`config.mk`:
```
export PLATFORM = sky130hd
export DESIGN_NAME = snake_head_motion
export DESIGN_NICKNAME = d
export VERILOG_FILES = /design/src/rtl/snake_head_motion.sv
export SDC_FILE = /design/constraint.sdc
export NUM_CORES = 1
export LEC_CHECK = 0
export CORE_MARGIN = 2
export CORE_UTILIZATION = 60
export CTS_BUF_LIST = sky130_fd_sc_hd__clkbuf_2
export DETAILED_ROUTE_END_ITERATION = 8
export PLACE_DENSITY = 0.86
export RECOVER_POWER = 25
export SLEW_MARGIN = 20
export SYNTH_ARGS = -nofsm -noshare
export SYNTH_HDL_FRONTEND = slang
export SYNTH_SLANG_ARGS = --single-unit
```
`constraint.sdc`:
```
create_clock -name Clk -period 9.5 [get_ports Clk]
set_input_delay 0.95 -clock Clk [delete_from_list [all_inputs] [get_ports Clk]]
set_output_delay 0.95 -clock Clk [all_outputs]
set_load 0.05 [all_outputs]
```
`src/rtl/snake_head_motion.sv`:
```
`default_nettype none
// ============================================================================
//  Module   : snake_head_motion
//  Purpose  : Player-1 snake head position/heading for the VGA colour mapper.
//             Decodes WASD keys into a latched heading, steps the head one grid
//             cell every STEP_FRAMES vsync frames, flags death on wall contact
//             and restarts on Space.
//  Revision : 1.0 - initial release
// ============================================================================
module snake_head_motion #(
    parameter int STEP_FRAMES = 4,
    parameter int STEP_PX     = 24,
    parameter int X_START     = 324,
    parameter int Y_START     = 240,
    parameter int X_MIN       = 12,
    parameter int X_MAX       = 627,
    parameter int Y_MIN       = 12,
    parameter int Y_MAX       = 467
) (
    input  logic       Clk,
    input  logic       Reset,
    input  logic       frame_clk,
    input  logic [7:0] keycode,
    output logic [9:0] snakeX_pos,
    output logic [9:0] snakeY_pos,
    output logic [9:0] snake_size,
    output logic [1:0] motionFlag,
    output logic       step_pulse,
    output logic       dead
);

    // Frame counter sizing; a single-frame step still needs one bit.
    localparam int              c_CNT_W    = (STEP_FRAMES > 1) ? $clog2(STEP_FRAMES) : 1;
    localparam logic [c_CNT_W-1:0] c_CNT_LAST = c_CNT_W'(STEP_FRAMES - 1);

    // Step arithmetic is done in 11-bit signed so underflow shows up as negative.
    localparam logic signed [10:0] c_STEP  = 11'(STEP_PX);
    localparam logic signed [10:0] c_X_MIN = 11'(X_MIN);
    localparam logic signed [10:0] c_X_MAX = 11'(X_MAX);
    localparam logic signed [10:0] c_Y_MIN = 11'(Y_MIN);
    localparam logic signed [10:0] c_Y_MAX = 11'(Y_MAX);

    localparam logic [9:0] c_X_START = 10'(X_START);
    localparam logic [9:0] c_Y_START = 10'(Y_START);
    localparam logic [9:0] c_HALF_W  = 10'd12;

    // Keycodes
    localparam logic [7:0] c_KEY_W       = 8'h1A;
    localparam logic [7:0] c_KEY_A       = 8'h04;
    localparam logic [7:0] c_KEY_S       = 8'h16;
    localparam logic [7:0] c_KEY_D       = 8'h07;
    localparam logic [7:0] c_KEY_RESTART = 8'h2C;

    // Headings: 0=up, 1=left, 2=down, 3=right; opposite heading = heading ^ 2.
    localparam logic [1:0] c_DIR_W = 2'd0;
    localparam logic [1:0] c_DIR_A = 2'd1;
    localparam logic [1:0] c_DIR_S = 2'd2;
    localparam logic [1:0] c_DIR_D = 2'd3;

    // FSM encoding
    localparam logic [1:0] c_IDLE   = 2'd0;
    localparam logic [1:0] c_MOVING = 2'd1;
    localparam logic [1:0] c_DEAD   = 2'd2;

    logic               r_sync1, r_sync2;
    logic [1:0]         r_state, w_state_nxt;
    logic [9:0]         r_x, w_x_nxt;
    logic [9:0]         r_y, w_y_nxt;
    logic [1:0]         r_motion, w_motion_nxt;
    logic [1:0]         r_pending, w_pending_nxt;
    logic [c_CNT_W-1:0] r_count, w_count_nxt;
    logic               r_pulse, w_pulse_nxt;
    logic               r_dead, w_dead_nxt;

    logic               w_key_valid;
    logic [1:0]         w_key_dir;
    logic               w_key_legal;
    logic               w_key_restart;
    logic               w_frame_tick;
    logic               w_step_due;
    logic signed [10:0] w_x_ext, w_y_ext;
    logic signed [10:0] w_x_step, w_y_step;
    logic               w_step_legal;

    assign w_frame_tick  = r_sync1 & ~r_sync2;
    assign w_step_due    = w_frame_tick && (r_count == c_CNT_LAST);
    assign w_key_restart = (keycode == c_KEY_RESTART);
    // A key is only accepted into pending if it does not reverse the current heading.
    assign w_key_legal   = w_key_valid && (w_key_dir != (r_motion ^ 2'd2));

    assign w_x_ext = $signed({1'b0, r_x});
    assign w_y_ext = $signed({1'b0, r_y});
    assign w_step_legal = (w_x_step >= c_X_MIN) && (w_x_step <= c_X_MAX) &&
                          (w_y_step >= c_Y_MIN) && (w_y_step <= c_Y_MAX);

    assign snakeX_pos = r_x;
    assign snakeY_pos = r_y;
    assign snake_size = c_HALF_W;
    assign motionFlag = r_motion;
    assign step_pulse = r_pulse;
    assign dead       = r_dead;

    // Two-flop synchroniser for the vsync level (rising edge detected from the flop pair).
    always_ff @(posedge Clk or posedge Reset) begin
        if (Reset) begin
            r_sync1 <= 1'b0;
            r_sync2 <= 1'b0;
        end else begin
            r_sync1 <= frame_clk;
            r_sync2 <= r_sync1;
        end
    end

    // WASD keycode to heading decode.
    always_comb begin
        w_key_valid = 1'b1;
        w_key_dir   = c_DIR_W;
        case (keycode)
            c_KEY_W: w_key_dir = c_DIR_W;
            c_KEY_A: w_key_dir = c_DIR_A;
            c_KEY_S: w_key_dir = c_DIR_S;
            c_KEY_D: w_key_dir = c_DIR_D;
            default: w_key_valid = 1'b0;
        endcase
    end

    // Candidate next head position along the pending heading.
    always_comb begin
        w_x_step = w_x_ext;
        w_y_step = w_y_ext;
        case (r_pending)
            c_DIR_W: w_y_step = w_y_ext - c_STEP;
            c_DIR_A: w_x_step = w_x_ext - c_STEP;
            c_DIR_S: w_y_step = w_y_ext + c_STEP;
            default: w_x_step = w_x_ext + c_STEP;
        endcase
    end

    // Next-state and next-output logic for the IDLE/MOVING/DEAD machine.
    always_comb begin
        w_state_nxt   = r_state;
        w_x_nxt       = r_x;
        w_y_nxt       = r_y;
        w_motion_nxt  = r_motion;
        w_pending_nxt = w_key_legal ? w_key_dir : r_pending;
        w_count_nxt   = r_count;
        w_pulse_nxt   = 1'b0;
        case (r_state)
            c_IDLE: begin
                // The first key sets heading directly, with no reversal check.
                if (w_key_valid) begin
                    w_state_nxt   = c_MOVING;
                    w_motion_nxt  = w_key_dir;
                    w_pending_nxt = w_key_dir;
                    w_count_nxt   = '0;
                end
            end
            c_MOVING: begin
                if (w_frame_tick) begin
                    w_count_nxt = (r_count == c_CNT_LAST) ? '0 : r_count + c_CNT_W'(1);
                end
                // The step uses pending as it stood before this cycle's key.
                if (w_step_due) begin
                    w_motion_nxt = r_pending;
                    if (w_step_legal) begin
                        w_x_nxt     = w_x_step[9:0];
                        w_y_nxt     = w_y_step[9:0];
                        w_pulse_nxt = 1'b1;
                    end else begin
                        w_state_nxt = c_DEAD;
                    end
                end
            end
            c_DEAD: begin
                if (w_key_restart) begin
                    w_state_nxt   = c_IDLE;
                    w_x_nxt       = c_X_START;
                    w_y_nxt       = c_Y_START;
                    w_motion_nxt  = c_DIR_D;
                    w_pending_nxt = c_DIR_D;
                    w_count_nxt   = '0;
                end
            end
            default: w_state_nxt = c_IDLE;
        endcase
        w_dead_nxt = (w_state_nxt == c_DEAD);
    end

    // State and output registers.
    always_ff @(posedge Clk or posedge Reset) begin
        if (Reset) begin
            r_state   <= c_IDLE;
            r_x       <= c_X_START;
            r_y       <= c_Y_START;
            r_motion  <= c_DIR_D;
            r_pending <= c_DIR_D;
            r_count   <= '0;
            r_pulse   <= 1'b0;
            r_dead    <= 1'b0;
        end else begin
            r_state   <= w_state_nxt;
            r_x       <= w_x_nxt;
            r_y       <= w_y_nxt;
            r_motion  <= w_motion_nxt;
            r_pending <= w_pending_nxt;
            r_count   <= w_count_nxt;
            r_pulse   <= w_pulse_nxt;
            r_dead    <= w_dead_nxt;
        end
    end

endmodule
`default_nettype wire

```
After elaboration in Yosys (flattened, before gate mapping) --
Cells that the tools add are included. Widths: inputs -> output; s select.
Word-level totals: bits in registers 32, bits in latches 0, memory bits (writable) 0, bits in read-only memories 0, bits of input ports 11, output and inout bits 34, logic and storage cells 86, memories 0
Operators by class: $add $sub $neg 5, $mul 0, div/mod/pow operators 0, magnitude comparators 4, eq/ne operators 17, shifts and indexed selects 0, multiplexer cells 33, bitwise gates (word level) 3, reduce and logical (&&, ||, !) cells 14
Operator list (number):
- $mux 10 | 6
- $pmux 11 s2 | 2
- $pmux 10 s2 | 2
- $mux 2 | 14
- $pmux 2 s3 | 4
- $add 10x5->11 const B | 2
- $ge 11x5->1 const B | 2
- $sub 10x5->11 const B | 2
- $eq 8x3->1 const B | 2
- $eq 8x5->1 const B | 2
- $reduce_and 4->1 | 3
- $le 11x10->1 const B | 1
- $le 11x11->1 const B | 1
- $ne 2x2->1 const B | 5
- $eq 2x2->1 const B | 4
- $eq 8x6->1 const B | 1
- $logic_and 1x1->1 | 5
- $eq 2x1->1 const B | 2
- $logic_not 2->1 | 2
- $mux 1 | 4
- $pmux 2 s2 | 1
- $reduce_or 4->1 | 1
- $reduce_bool 3->1 | 1
- $add 2x1->2 const B | 1
- other kinds (5) | 6

Depth between registers and ports, before layout --
Gate-level depths: netlist of the first run.
depth in word-level cells 11, mapped depth 16, depth with buffers taken out 14

Least setup slack after synthesis of the first run --
OpenSTA, ideal clock, no wires.
path kind flip-flop to flip-flop, from register r_pending[1], to register r_x[5] (netlist: snakeX_pos[5]), library setup time 0.126 ns, arrival 3.400 ns, data required time 9.374 ns, setup slack 5.974 ns, cell stages (with the launch flop) 16, path buffers 3, period minus slack after synthesis 3.526 ns, cell sequence dfstp_2 buf_6 buf_8 nand2_1 ha_1 nand4b_1 a21oi_1 or4_1 o211ai_1 mux2i_4 nand4_4 or2_1 buf_6 inv_8 o22ai_4 a221o_1
Between the ends: longest elaborated chain between the ends 9, elaborated cells on any way between the ends 18, those cells by class order compare: 4; eq/ne: 3; mux: 5; reduce/logical: 6
RTL lines:
- start, declared | line 70 | logic [1:0] r_pending, w_pending_nxt;
- start signal, assigned | line 196 | r_pending <= c_DIR_D;
- start signal, assigned | line 205 | r_pending <= w_pending_nxt;
- $eq 2x2->1 or $logic_not 2->1 (tied branches) | line 131 | case (r_pending)
- $reduce_or 2->1 (no line)
- $pmux 11 s2 | line 131
- $ge 11x5->1 or $le 11x11->1 (tied branches) | line 93 | assign w_step_legal = (w_x_step >= c_X_MIN) && (w_x_step <= c_X_MAX) &&
- $logic_and 1x1->1 (2 in a row) | line 93
- $logic_and 1x1->1 | line 94 | (w_y_step >= c_Y_MIN) && (w_y_step <= c_Y_MAX);
- $ne 2x2->1 (no line)
- $reduce_and 4->1 (no line)
- end signal, assigned | line 193 | r_x <= c_X_START;
- end signal, assigned | line 202 | r_x <= w_x_nxt;
- end, declared | line 67 | logic [9:0] r_x, w_x_nxt;
Several ways; a longest one is shown, not always the timed one. The select of a mux whose other input is x is not followed. A chain may end at the register's enable or synchronous reset.

Final worst setup path of the first run --
from register r_pending[0], to register r_y[9] (netlist: snakeY_pos[9])
Between the ends: longest elaborated chain between the ends 9, elaborated cells on any way between the ends 18, those cells by class order compare: 4; eq/ne: 3; mux: 5; reduce/logical: 6
RTL lines:
- $eq 2x2->1 or $logic_not 2->1 (tied branches) | line 131
- $reduce_or 2->1 (no line)
- $pmux 11 s2 | line 131
- $ge 11x5->1 or $le 11x11->1 (tied branches) | line 93
- $logic_and 1x1->1 (2 in a row) | line 93
- $logic_and 1x1->1 | line 94
- $ne 2x2->1 (no line)
- $reduce_and 4->1 (no line)
- end signal, assigned | line 194 | r_y <= c_Y_START;
- end signal, assigned | line 203 | r_y <= w_y_nxt;
- end, declared | line 68 | logic [9:0] r_y, w_y_nxt;
Several ways; a longest one is shown, not always the timed one. The select of a mux whose other input is x is not followed.

==> results of run 1 <==
==> worst paths after layout <==
check / endpoint / slack (ps) / depth (start not counted)
setup / recovery: snakeY_pos[9]$_DFFE_PP0P_ / 5180 / 12
hold / removal: r_sync2$_DFF_PP0_ / 460 / 0
setup reg to reg: snakeY_pos[9]$_DFFE_PP0P_ / 5180 / 12
hold reg to reg: r_sync2$_DFF_PP0_ / 460 / 0
max in group asynchronous: snakeY_pos[3]$_DFFE_PP0P_ / 7660 / 2
min in group asynchronous: step_pulse$_DFF_PP0_ / 1200 / 2
==> power groups by stage <==
stage	combinational [mW]	clock, mW	sequential [mW]
floorplan	0.438	0	0.241
global placement	0.554	0	0.222
detailed placement	0.564	0	0.224
CTS	0.570	0.0470	0.221
global route	0.631	0.0521	0.230
finish	0.576	0.0462	0.223
==> worst reg2reg max path, stage by stage, from the launching register on <==
cell and delay (ps):
dfstp_2 960, inv_2 190, nand2_1 250, ha_1 360, nand4b_1 200, a21oi_1 140
or4_1 420, o211ai_1 200, mux2i_4 340, nand4_4 150, or2_1 420, a21oi_1 450
a21boi_0 160
==> cells by family after synthesis <==
kind of cell / Yosys count / synth area share (%)
simple gates: 100 / 21.31
compound gates: 96 / 25.90
buf+inv: 46 / 10.56
flops: 27 / 26.09
xor+xnor: 15 / 5.824
fa+ha+maj: 14 / 6.913
mux: 6 / 3.125
other cells: 2 / 0.2842
==> per-layer routing <==
layer	vias up	global-route usage (%)	share of wire, %	routed length [um]
met5	-	0	0	0
met4	0	9.615	1.3	83
met3	8	2.309	5.7	353
met2	96	41.40	48	3005
met1	1158	37.67	45	2789
li1	1152	-	-	-
==> registers in the layout, summed over array words and instances, names as in the netlist <==
register	count
dead	1
motionFlag	2
r_count	2
r_pending	2
r_state	2
r_sync1	1
r_sync2	1
snakeX_pos	8
snakeY_pos	7
step_pulse	1
==> cell type report <==
cell class	instances	share of cell area, %
clock buffer	3	0.5252
tap	52	2.276
multi-input combinational	246	60.26
clock inverter	1	0.1751
inverter	17	2.495
sequential	27	24.11
timing repair buffer	29	10.15
==> cell usage in the layout (no fill, tap or decap), types with 3 or more instances in the layout <==
cell type | Yosys | final
xor2_1 | 8 | 8
a21oi_1 | 19 | 19
nor4_1 | 6 | 6
nand3_1 | 4 | 4
a22o_1 | 3 | 3
xnor2_1 | 5 | 5
nand2_1 | 29 | 29
a31oi_1 | 6 | 6
o22ai_1 | 3 | 3
nor2_1 | 18 | 18
clkbuf_2 | 1 | 3
dfstp_2 | 11 | 11
o21ai_0 | 20 | 20
clkdlybuf4s50_1 | 0 | 27
or4_1 | 3 | 3
o211ai_1 | 4 | 4
o221ai_1 | 3 | 3
dfrtp_1 | 16 | 16
a22oi_1 | 6 | 6
ha_1 | 13 | 13
nor3_1 | 9 | 9
a21o_1 | 4 | 4
inv_1 | 15 | 15
nand4_1 | 3 | 3
conb_1 | 2 | 15
nor3b_1 | 3 | 3
nand2b_1 | 7 | 7
==> stage by stage <==
| stage | util (%) | setup slack, ps | cells | hold slack (ps) |
|---|---|---|---|---|
| 2_1_floorplan | - | 5974 | 319 | 373.9 |
| 3_3_place_gp | 66.11 | 5483 | 371 | 386.3 |
| 3_5_place_dp | 66.11 | 5284 | 371 | 413.4 |
| 4_1_cts | 66.58 | 5254 | 375 | 468.6 |
| 5_1_grt | 66.58 | 4961 | 375 | 481.8 |
| 6_report | 66.58 | 5184 | 375 | 462.8 |
==> results_dict.tcl, run 1 <==
set metrics [dict create \
    run_status "finished clean" \
    syn-mean-instance-area_um2 8.636 \
    port_buffers 29 \
    cts.clk_slew.worst_paths_ps 280 \
    crit-reg2reg-launch "r_pending[0]$_DFF_PP1_" \
    cpLargestDelayFamily "simple AND/OR/NAND/NOR gates" \
    first_global_vias 2247 \
    yosys.area.top_type "dfrtp_1" \
    synth_common_cells "nand2_1, o21ai_0, a21oi_1, nor2_1" \
    fmax_mhz 231.7 \
    grt_max_degree 34 \
    cell_internal_pwr_mw 0.3941 \
    syn_to_final_growth_pct 8.191 \
    number_of_clock_sinks 27 \
    final_min_period_over_clock_period_pct 45.43 \
    relSlewSlack_pct 30.56 \
    multi_input_area_um2 1723 \
    post-synth-top-count-cell "nand2_1" \
    totalWireLength_um 6232 \
    diodes 0 \
    netlist.area_leader.share_pct 15.15 \
    die_width_um 70.37 \
    power.density_cell_area_nw_per_um2 295.8 \
    floorplan.rows 24 \
    cts_setup_buffers 0 \
    rsz0062_at_grt "false" \
    worstPathBufferInverterCount 1 \
    cp_cell_sequence "inv_2, nand2_1, ha_1, nand4b_1, a21oi_1, or4_1, o211ai_1, mux2i_4, nand4_4, or2_1, a21oi_1, a21boi_0" \
    fin_setup_tns_ps 0 \
    antenna_found_initial 0 \
    design.core.area_um2 4294 \
    critPathArrivalTime_ps 4600 \
    hold_path.startpoint "r_sync1$_DFF_PP0_" \
    ys_ff_latch 27 \
    switching_share_pct 53.40 \
    finalPower_mw 0.8457 \
    p_sw_mw 0.4517 \
    timing.final.hold_violations 0 \
    synth_cell_type_count 76 \
    groute.usage.overall_pct 26.30 \
    postPlaceCellArea_um2 2839 \
    detailedRoute.firstPassIterationCount 5 \
    crit_path_start_kind "flop" \
    antenna_violating_nets_left 0 \
    critPathCaptureType "flop" \
    clk_root_buffer_cell "clkbuf_2" \
    path_common_cell "a21oi_1" \
    synth.yosys.warnings 0 \
    detailedRoute.firstIterationViolations 245 \
    num-nets-final 349 \
    cts_tree "yes" \
    critPathMaxFanout 33 \
    top_level_ports 45 \
    cts_inserted_buffers 3 \
    place_hpwl_um 4697 \
    clock_power_share_pct 5.5 \
    nFillCells 353 \
    synth-main-ff-cell "dfrtp_1" \
    insertion_delay_ps 380 \
    setup_violations 0 \
    grt_pass1_wl_um 10710 \
    drt_drc_violations_left 0 \
    starting_utilization_of_the_core_area_pct 61.54 \
    vdd_ir_drop_max_mv 0.1596 \
    synth-async-reset-ratio_pct 100.0 \
    path_class "flop to flop" \
    p_leak_nw 1.187 \
    htreeDepth 1 \
    synth_cells 306 \
    cp_slowest_cell "dfstp_2" \
    cpPeakStageDelay_ps 960 \
    detail_route.wl_per_cell_um 16.62 \
    finClkSkew_ps 21.86 \
    synth_sequential_area_ratio_pct 26.09 \
    detailroute.via_count 2414 \
    globalplace.congestion 0.9343 \
    die-height_um 70.37 \
    fp.dieArea_um2 4951 \
    aggregate_global_routing_overflow 0 \
    share_of_final_layout_standard_cells_stronger_than_drive_strength_1_pct 9.598 \
    ctsHoldBuffers 0 \
    clockBufferDepth 2 \
    design_area_um2 2859 \
    synth_enable_flop_cells 0 \
    power.sequential.fraction_pct 26.4 \
    final_max_tran_viols 0 \
    ys_top_cells_by_area "dfrtp_1, dfstp_2, ha_1, buf_4, nand2_1" \
    mappedNetlistArea_um2 2643 \
    hold_class "flop to flop" \
    worst-endpoint-required_ps 9790 \
    period_minus_slack_ps 4316 \
    maxCapViolCount 0 \
    power.combinational.fraction_pct 68.1 \
    register_area_um2 689.4 \
    tightestPinTransition_ps 1040 \
    cts_resized 0 \
    viasPerCell 6.437 \
    worst_setup_path_startpoint "r_pending[0]$_DFF_PP1_" \
]
No activity file was read; power rests on OpenSTA's default activity.
==> run 2: changes to the inputs <==
--- a/config.mk
+++ b/config.mk
@@ -6,10 +6,10 @@
 export NUM_CORES = 1
 export LEC_CHECK = 0
 export CORE_MARGIN = 2
-export CORE_UTILIZATION = 60
+export CORE_UTILIZATION = 56
 export CTS_BUF_LIST = sky130_fd_sc_hd__clkbuf_2
 export DETAILED_ROUTE_END_ITERATION = 8
-export PLACE_DENSITY = 0.86
+export PLACE_DENSITY = 0.81
 export RECOVER_POWER = 25
 export SLEW_MARGIN = 20
 export SYNTH_ARGS = -nofsm -noshare
==> constraint.sdc (replaced) <==
create_clock -name Clk -period 4.45 [get_ports Clk]
set_input_delay 0.445 -clock Clk [delete_from_list [all_inputs] [get_ports Clk]]
set_output_delay 0.445 -clock Clk [all_outputs]
set_load 0.05 [all_outputs]
==> run 2 against run 1 <==
Against the previous run:
- design area rose by 0.26%
- core utilization fell by 2.1 points
- die area rose by 6.7%
- sequential share of layout area fell by 0.063 points
- critical path type unchanged
- maximum frequency rose by 5.2%
- largest power group unchanged
==> results_dict.tcl, run 2 (synthesis gave the netlist of run 1 again) <==
set metrics [dict create \
    power.combinational.fraction_pct 69.5 \
    switching_share_pct 52.86 \
    die-height_um 72.70 \
    final_max_tran_viols 0 \
    cp_cell_sequence "nand2b_1, inv_1, fa_1, nor4b_4, o21ai_0, nand2_1, a2111o_1, mux2_4, nand4_4, or2_1, inv_8, o221ai_1, a22o_1" \
    cts_resized 0 \
    grt_max_degree 28 \
    ctsHoldBuffers 0 \
    floorplan.rows 24 \
    port_buffers 29 \
    top_level_ports 45 \
    fin_setup_tns_ps 0 \
    diodes 0 \
    crit-reg2reg-launch "r_pending[1]$_DFF_PP1_" \
    detail_route.wl_per_cell_um 15.93 \
    cts_inserted_buffers 3 \
    timing.final.hold_violations 0 \
    run_status "finished clean" \
    cts_tree "yes" \
    drt_drc_violations_left 0 \
    crit_path_start_kind "flop" \
    totalWireLength_um 5988 \
    finalPower_mw 1.793 \
    cts_setup_buffers 0 \
    layout_commonest_cell "nand2_1" \
    clk_root_buffer_cell "clkbuf_2" \
    hold_class "flop to flop" \
    power.density_cell_area_nw_per_um2 625.4 \
    vdd_ir_drop_max_mv 0.3161 \
    finClkSkew_ps 23.30 \
    critPathArrivalTime_ps 4450 \
    nFillCells 382 \
    power.sequential.fraction_pct 25.1 \
    num-nets-final 350 \
    layout_common_cells "nand2_1, clkdlybuf4s50_1, o21ai_0, a21oi_1, nor2_1" \
    worstPathBufferInverterCount 2 \
    largest_register_ff_count 8 \
    rsz0062_at_grt "false" \
    antenna_found_initial 0 \
    aggregate_global_routing_overflow 0 \
    antenna_violating_nets_left 0 \
    clockBufferDepth 2 \
    htreeDepth 1 \
    syn_to_final_growth_pct 8.475 \
    path_class "flop to flop" \
    final_min_period_over_clock_period_pct 92.24 \
    critPathCaptureType "flop" \
    die_width_um 72.70 \
    share_of_final_layout_standard_cells_stronger_than_drive_strength_1_pct 9.877 \
    critPathMaxFanout 20 \
    worst-endpoint-required_ps 4790 \
    p_sw_mw 0.9476 \
    period_minus_slack_ps 4105 \
    groute.usage.overall_pct 24.16 \
    first_global_vias 2129 \
    hold_path.startpoint "r_sync1$_DFF_PP0_" \
    detailedRoute.firstIterationViolations 213 \
    fp.dieArea_um2 5285 \
    p_leak_nw 1.192 \
    grt_pass1_wl_um 10290 \
    starting_utilization_of_the_core_area_pct 59.46 \
    detailroute.via_count 2365 \
    globalplace.congestion 0.8805 \
    cpLargestDelayFamily "compound AO/OA/AOI/OAI gates" \
    setup_violations 0 \
    tightestPinTransition_ps 1035 \
    place_hpwl_um 4440 \
    clock_power_share_pct 5.4 \
    detailedRoute.firstPassIterationCount 4 \
    cts.clk_slew.worst_paths_ps 280 \
    fmax_mhz 243.6 \
    worst_setup_path_startpoint "r_pending[1]$_DFF_PP1_" \
    maxCapViolCount 0 \
    viasPerCell 6.290 \
    cp_slowest_cell "dfstp_2" \
    number_of_clock_sinks 27 \
    design.core.area_um2 4444 \
    insertion_delay_ps 370 \
    cpPeakStageDelay_ps 850 \
    cell_internal_pwr_mw 0.8451 \
    relSlewSlack_pct 30.90 \
]
==> run 2: per-layer routing <==
layer  up-vias  routed length [um]  global-route usage (%)  share of wire (%)
met4         0                  42                   4.115               0.70
met3         7                 294                   2.486                4.9
met1      1136                2800                   36.09                 47
met2        79                2851                   38.59                 48
li1       1143                   -                       -                  -
met5         -                   0                       0                  0
==> run 2: metrics by stage <==
stage | cell area, um2 | utilization (%) | setup WS (ps) | instances | hold slack, ps
after global routing | 2867 | 64.50 | 86.59 | 376 | 466.4
after detailed placement | 2846 | 64.05 | 416.4 | 372 | 394.6
final | 2867 | 64.50 | 345.3 | 376 | 447.2
after global placement | 2846 | 64.05 | 552.8 | 372 | 386.9
after floorplan | 2691 | - | 924.4 | 319 | 373.9
after CTS | 2867 | 64.50 | 382.6 | 376 | 449.4
==> run 2: power groups by stage <==
stage,Sequential (mW),Combinational (mW),Clock [mW]
2_1_floorplan,0.514,0.936,0
3_3_place_gp,0.451,1.21,0
3_5_place_dp,0.452,1.23,0
4_1_cts,0.448,1.24,0.101
5_1_grt,0.466,1.37,0.112
6_report,0.449,1.25,0.0972
==> run 2: cell type report <==
cell class / instances / area [um2] / area share (%)
multi-input combinational: 246 / 1723 / 60.10
sequential: 27 / 689.4 / 24.05
timing repair buffer: 30 / 297.8 / 10.39
inverter: 17 / 71.32 / 2.488
tap: 52 / 65.06 / 2.270
clock buffer: 3 / 15.01 / 0.5238
clock inverter: 1 / 5.005 / 0.1746
==> run 2: final timing paths <==
| kind | slack (ps) | cells past startpoint | endpoint |
|---|---|---|---|
| setup / recovery | 350 | 13 | snakeX_pos[4]$_DFFE_PP0P_ |
| hold reg to reg | 450 | 0 | r_sync2$_DFF_PP0_ |
| hold / removal | 450 | 0 | r_sync2$_DFF_PP0_ |
| max in group asynchronous | 3110 | 2 | snakeY_pos[3]$_DFFE_PP0P_ |
| min in group asynchronous | 700 | 2 | r_count[0]$_DFFE_PP0P_ |
| setup reg to reg | 350 | 13 | snakeX_pos[4]$_DFFE_PP0P_ |
